===== config.mk =====
export PLATFORM = sky130hd
export DESIGN_NAME = ser_word_rx
export DESIGN_NICKNAME = d
export VERILOG_FILES = /design/src/rtl/ser_word_rx.sv
export SDC_FILE = /design/constraint.sdc
export NUM_CORES = 1
export LEC_CHECK = 0
export ABC_AREA = 1
export BUFFER_PORTS_ARGS = -buffer_cell sky130_fd_sc_hd__buf_2
export CORE_MARGIN = 3
export CORE_UTILIZATION = 35
export DETAILED_ROUTE_END_ITERATION = 12
export PLACE_DENSITY = 0.63
export SLEW_MARGIN = 40
export SYNTH_ARGS = -nofsm -noshare
export SYNTH_HDL_FRONTEND = slang
export SYNTH_SLANG_ARGS = --single-unit

===== constraint.sdc =====
create_clock -name i_clk -period 2 [get_ports i_clk]
set_input_delay 0.2 -clock i_clk [delete_from_list [all_inputs] [get_ports i_clk]]
set_output_delay 0.2 -clock i_clk [all_outputs]
set_load 0.005 [all_outputs]

===== src/rtl/ser_word_rx.sv =====
// Serial-to-parallel receiver for framed 9-bit words with even parity.
// Good words are queued in a small FIFO and handed out over valid/ready.
module ser_word_rx #(
    parameter int unsigned DATA_W    = 9,
    parameter int unsigned DEPTH     = 2,
    parameter int unsigned ERR_CNT_W = 8
) (
    input  logic                 i_clk,
    input  logic                 i_rst,
    input  logic                 i_sval,
    input  logic                 i_sdata,
    output logic [DATA_W-1:0]    o_data,
    output logic                 o_valid,
    input  logic                 i_ready,
    output logic                 o_perr,
    output logic                 o_abort,
    output logic                 o_ovf,
    output logic [ERR_CNT_W-1:0] o_err_cnt
);
    localparam int unsigned CNT_W = $clog2(DATA_W);
    localparam int unsigned PTR_W = $clog2(DEPTH);
    localparam int unsigned OCC_W = PTR_W + 1;

    typedef enum logic [1:0] {StIdle, StData, StPar} state_e;

    state_e                r_state, w_state_d;
    logic [CNT_W-1:0]      r_cnt, w_cnt_d;
    logic [DATA_W-1:0]     r_shift, w_shift_d;
    logic                  w_good, w_perr, w_abort;

    logic [DATA_W-1:0]     r_mem [DEPTH];
    logic [PTR_W-1:0]      r_wr_ptr, r_rd_ptr;
    logic [OCC_W-1:0]      r_occ;
    logic [DATA_W-1:0]     r_last;
    logic                  w_full, w_pop, w_push, w_ovf;

    logic                  r_perr, r_abort, r_ovf;
    logic [ERR_CNT_W-1:0]  r_err_cnt;

    always_comb begin
        w_state_d = r_state;
        w_cnt_d   = r_cnt;
        w_shift_d = r_shift;
        w_good    = 1'b0;
        w_perr    = 1'b0;
        w_abort   = 1'b0;
        unique case (r_state)
            StIdle: begin
                if (i_sval) begin
                    w_shift_d = {{(DATA_W-1){1'b0}}, i_sdata};
                    w_cnt_d   = CNT_W'(1);
                    w_state_d = StData;
                end
            end
            StData: begin
                if (i_sval) begin
                    w_shift_d[r_cnt] = i_sdata;
                    if (r_cnt == CNT_W'(DATA_W - 1)) begin
                        w_state_d = StPar;
                    end else begin
                        w_cnt_d = r_cnt + CNT_W'(1);
                    end
                end else begin
                    w_abort   = 1'b1;
                    w_cnt_d   = '0;
                    w_state_d = StIdle;
                end
            end
            StPar: begin
                w_cnt_d   = '0;
                w_state_d = StIdle;
                if (i_sval) begin
                    // Even parity: data bits XOR parity bit must be zero
                    if (^{r_shift, i_sdata}) begin
                        w_perr = 1'b1;
                    end else begin
                        w_good = 1'b1;
                    end
                end else begin
                    w_abort = 1'b1;
                end
            end
            default: w_state_d = StIdle;
        endcase
    end

    assign w_full = (r_occ == OCC_W'(DEPTH));
    assign w_pop  = (r_occ != '0) && i_ready;
    // A pop on a full buffer frees the slot for a push in the same cycle
    assign w_push = w_good && (!w_full || w_pop);
    assign w_ovf  = w_good && w_full && !w_pop;

    always_ff @(posedge i_clk or posedge i_rst) begin
        if (i_rst) begin
            r_state <= StIdle;
            r_cnt   <= '0;
            r_shift <= '0;
        end else begin
            r_state <= w_state_d;
            r_cnt   <= w_cnt_d;
            r_shift <= w_shift_d;
        end
    end

    always_ff @(posedge i_clk or posedge i_rst) begin
        if (i_rst) begin
            for (int i = 0; i < int'(DEPTH); i++) begin
                r_mem[i] <= '0;
            end
            r_wr_ptr <= '0;
            r_rd_ptr <= '0;
            r_occ    <= '0;
            r_last   <= '0;
        end else begin
            if (w_push) begin
                r_mem[r_wr_ptr] <= r_shift;
                r_wr_ptr        <= r_wr_ptr + PTR_W'(1);
            end
            if (w_pop) begin
                r_last   <= r_mem[r_rd_ptr];
                r_rd_ptr <= r_rd_ptr + PTR_W'(1);
            end
            if (w_push && !w_pop) begin
                r_occ <= r_occ + OCC_W'(1);
            end else if (!w_push && w_pop) begin
                r_occ <= r_occ - OCC_W'(1);
            end
        end
    end

    always_ff @(posedge i_clk or posedge i_rst) begin
        if (i_rst) begin
            r_perr    <= 1'b0;
            r_abort   <= 1'b0;
            r_ovf     <= 1'b0;
            r_err_cnt <= '0;
        end else begin
            r_perr  <= w_perr;
            r_abort <= w_abort;
            r_ovf   <= w_ovf;
            if ((r_perr || r_abort || r_ovf) && (r_err_cnt != '1)) begin
                r_err_cnt <= r_err_cnt + ERR_CNT_W'(1);
            end
        end
    end

    // Last popped word is shown while empty so o_data never changes spuriously
    assign o_data    = (r_occ == '0) ? r_last : r_mem[r_rd_ptr];
    assign o_valid   = (r_occ != '0);
    assign o_perr    = r_perr;
    assign o_abort   = r_abort;
    assign o_ovf     = r_ovf;
    assign o_err_cnt = r_err_cnt;
endmodule


After elaboration in Yosys (flattened, before gate mapping)
Cells that the tools add are included.

cells by class
  add/subtract/negate cells = 6
  magnitude comparators = 5
  equal/unequal tests = 9
  muxes and demuxes = 31
  bitwise operators = 2
  reductions and logical operators = 26

operators with widths
  operator                                                           count
  two-way mux 9 bit                                                  7
  bitwise mux 18 bit                                                 1
  case mux 9 bit (2 select lines)                                    1
  two-way mux 4 bit                                                  3
  case mux 4 bit (3 select lines)                                    1
  two-way mux 2 bit                                                  5
  parity 10 bit                                                      1
  bitwise mux 9 bit                                                  1
  demux 9 bit (select 1 bit)                                         1
  logical AND 1 bit                                                  9
  two-way mux 1 bit                                                  9
  adder 8 x 1 -> 8 bit, second input constant                        1
  != test 8 bit, second input constant                               1
  != test 3 bit, second input constant                               2
  AND reduction 3 bit                                                2
  nonzero test 2 bit                                                 3
  < comparator 4 x 5 -> 1 bit, second input constant                 1
  adder 4 x 1 -> 4 bit, second input constant                        1
  demux 1 bit (select 4 bit)                                         1
  equality test 2 bit, second input constant                         2
  equality test 4 bit, second input constant                         1
  greater-or-equal comparator 2 bit, second input constant           2
  greater-or-equal comparator 4 x 1 -> 1 bit, second input constant  1
  zero test 2 bit                                                    2
  other kinds (13)                                                   20

storage, ports and cells
  register bits after elaboration = 57
  output and inout port bits = 21

Longest topological paths before layout
  word-level depth = 9
  depth in mapped cells = 16

Worst setup path after synthesis
No wires, ideal clock.

  path type = register to register
  start point = register r_shift[2]
  end point = register r_occ[1]
  library setup time = 131 ps
  arrival = 1960 ps
  required time = 1869 ps
  slack = -91 ps
  cell stages (with the launch flop) = 14
  period minus slack after synthesis = 2091 ps
  cells stage by stage = dfrtp_1 buf_6 xnor2_1 nand2_2 nand3_1 nand2_1 nand2_2 nand3_2 nor2_4 buf_6 ha_1 a21oi_1 o21ai_0 xor2_1

between the ends
  word-level cells in the longest chain between the ends = 8
  elaborated cells between the ends (all ways) = 10

ends and longest elaborated chain
  element                              line  RTL
  from (decl)                          28    logic [DATA_W-1:0] r_shift, w_shift_d;
  from (signal assigned)               101   r_shift <= w_shift_d;
  parity 10 bit *                      74    if (^{r_shift, i_sdata}) begin
  two-way mux 1 bit *                  74
  two-way mux 1 bit *                  72    if (i_sval) begin
  two-way mux 1 bit *                  47    unique case (r_state)
  logical AND 1 bit *                  90    assign w_push = w_good && (!w_full || w_pop);
  zero test 1 bit                      125   end else if (!w_push && w_pop) begin
  logical AND 1 bit                    125
  nonzero test 2 bit (no source line)  n/a
  to (signal assigned)                 124   r_occ <= r_occ + OCC_W'(1);
  to (signal assigned)                 126   r_occ <= r_occ - OCC_W'(1);
  to (decl)                            33    logic [OCC_W-1:0] r_occ;

Every way passes the cells marked *; elsewhere a longest branch is shown, timed or not.
A chain may end at the register's enable or synchronous reset.

Worst setup path in the final report
Ends and elaborated chain as after synthesis.

==> results.md <==
- Drt initial violations: between 80 and 90
- Synthesis-stage register bit count: 57
- FMAX: around 0.53 GHz
- Die W: 99.5 µm
- CP delay by family, top: simple AND/OR/NAND/NOR gates
- Antenna Nets Post-Route: 0
- Die height: 99.5 µm
- CP endpoint kind: flop
- Synth Area in XOR/XNOR: ~3.1%
- Critical Path AT: roughly 2100 ps
- Crit-path max FO: 4
- Critical path cell sequence: clkinv_1 > nand2_1 > nand2_1 > nand2_2 > nand3_1 > nand3_1 > nand3_2 > nor2_4 > ha_4 > a21oi_1 > o21ai_1 > xor2_1
- Placed Instance Area: approximately 0.0034 mm²
- Global-route wire length before repair: about 11 mm
- Clock root buffer: clkbuf_8
- Post-Layout Inst Area: about 0.0036 mm²
- Number of remaining DRC errors: 0
- H-tree levels: 3
- Placer Congestion: just under 0.9
- Area share of the largest cell type after synthesis: between 40% and 50%
- Post-synthesis cell type count: 26
- Post-synthesis cell area: a little over 0.003 mm²
- Syn Area/Cell: approximately 7.6 µm²
- Compound-Gate Fraction of Synth Area: approximately 8.5%
- Vias in the first global route: 2474
- DP Worst Slack: approximately 120 ps
- Final Non-Filler Cells: 549
- Startpoint Class: flop
- Slew @ Worst Pin: between 400 and 500 ps
- Setup WS post-layout: 118 ps
- CP Data Required Time: about 2200 ps
- Max Cap Violations: 0
- Via density: roughly 4.6
- DR pass1 iterations: 4
- Area contributors post-synth: dfrtp_1, nand2_1, inv_1
- Status: finished clean
- Initial antenna violation count: 0
- Clock slew at reported path FFs: approximately 70 ps
- Placement Rows: 33
- Seq/Total Area, Yosys: a little under half
- Final clock skew: 8.75 ps
- Final HPWL DP: roughly 4.5 mm
- Most frequent cells in the layout: nand2_1, dfrtp_1, inv_1, o21ai_0, nand3_1
- Placed Cells: 531
- Worst vdd ir: between 0.6 and 0.7 mV
- Synth Instances: roughly 400
- Core area: roughly 0.0083 mm²
- CTS tree: yes
- Post-synthesis mux area share: 0.368%
- PwrDens: ~1100 mW/mm²
- Number of synthesis warnings: 0
- Layout cells sized above 1: 16.0%
- Residual overflow from global routing: 0
- Largest net degree at the start of global routing: between 50 and 60
- Final Hold Viols: 0
- Ant. Diodes: 0
- # port buffers: 25
- CTS Buf Count: 9
- Final setup viols: 0
- Main combinational cell family by area after synthesis: simple AND/OR/NAND/NOR gates
- Post-synth net total: around 420
- Slowest stage delay, CP: 420 ps
- CP Class: flop to flop
- Final WL: slightly above 6 mm
- Avg WL per Cell: 11.3 µm
- Most common cell after layout, fill and taps aside: nand2_1
- Period utilization: approximately 94%
- Clock Sinks: 57
- Via count: between 2000 and 3000
- Total GRT Usage: between 10 and 15%
- Clock buffer depth: 2
- Hold WC Path Type: input port to flop
- Crit path buf inv count: 1
- Yosys top cell by area: dfrtp_1
- Relative slew margins: between 60% and 70%
- Nets: around 450
- Final Critical Period: between 1500 and 2000 ps
- Total power: around 4.0 mW
- Synthesis-to-finish area growth: 18.9%
- Pleak: between 1.5 and 2 nW
- Worst path slowest cell: dfrtp_1
- Die area: slightly below 0.01 mm²
- Slew Viols, Final: 0
- Synth Area in Simple Gates: 29.2%
- Initial Util: a little under two fifths
- Fin Setup TNS: 0 ps
- Clk Latency, worst-skew pair: between 300 and 400 ps
- Fin Hold WS: roughly 86 ps
- RSZ-0062 raised after global routing: yes
- Utilization after layout: between 40% and 50%
- Adder-cell share of the synthesized area: ~4.1%
- Total I/O pin count: 26
[cell usage after synthesis]
cell / instances
a21oi_1: 9
a311oi_1: 1
a31oi_1: 2
buf_2: 2
buf_6: 2
clkbuf_1: 4
clkinv_1: 4
dfrtp_1: 57
ha_1: 10
inv_1: 47
inv_2: 2
mux2_2: 1
nand2_1: 149
nand2_2: 6
nand3_1: 27
nand3_2: 2
nand4_1: 2
nand4_2: 2
nor2_1: 19
nor2_4: 1
nor3_1: 3
o21ai_0: 29
o22ai_1: 8
or3_1: 1
xnor2_1: 5
xor2_1: 6
[sequential cells by signal, indices dropped and copies added, names as in the netlist]
name and count:
o_perr 1, r_shift 9, r_last 9, r_wr_ptr 1
r_state 2, o_ovf 1, o_abort 1, r_occ 2
r_mem 18, r_cnt 4, r_rd_ptr 1, o_err_cnt 8
[final timing paths]
check	from	endpoint	slack (ps)	depth (start not counted)
worst max-delay path	r_shift[2]$_DFFE_PP0P_	r_occ[1]$_DFFE_PP0P_	120	12
worst min-delay path	i_sval	o_abort$_DFF_PP0_	90	2
worst max register to register	r_shift[2]$_DFFE_PP0P_	r_occ[1]$_DFFE_PP0P_	120	12
worst min register to register	r_mem[6]$_DFFE_PP0P_	r_mem[6]$_DFFE_PP0P_	480	2
max in group asynchronous	i_rst	r_rd_ptr$_DFFE_PP0P_	1290	4
min in group asynchronous	i_rst	r_last[4]$_DFFE_PP0P_	460	4
[repair_timing]
action                     4_1_cts  5_1_grt
hold endpoints to repair        57        0
setup endpoints to repair        0       28
hold buffers                     1        0
buffers inserted                 0        1
resized for setup                0        4
[final cells by class]
class | instances | area [µm²]
fillers | 852 | 4700
well taps | 105 | 131
flip-flops and latches | 57 | 1430
repair buffers | 35 | 215
inverters | 53 | 206
clock inverters | 7 | 128
clock buffers | 9 | 124
multi-input cells | 283 | 1410
[layer usage]
metal	GRT usage, %	vias up	routed length, µm
li1	-	1341	-
met1	17.7	1152	3020
met2	22.7	37	2800
met3	4.56	7	319
met4	4.10	0	86
met5	0	-	0
[power by group]
group          internal (mW)  leakage, nW  switching (mW)
logic                  0.440         1.03           0.711
clock network          0.841        0.126           0.503
registers               1.33        0.767           0.190
[kinds of logic after synthesis]
family | count (synthesis)
simple gates | 212
buf+inv | 61
flops | 57
compound gates | 49
xor+xnor | 11
fa+ha+maj | 10
mux | 1
(Power assumes the default switching activity.)
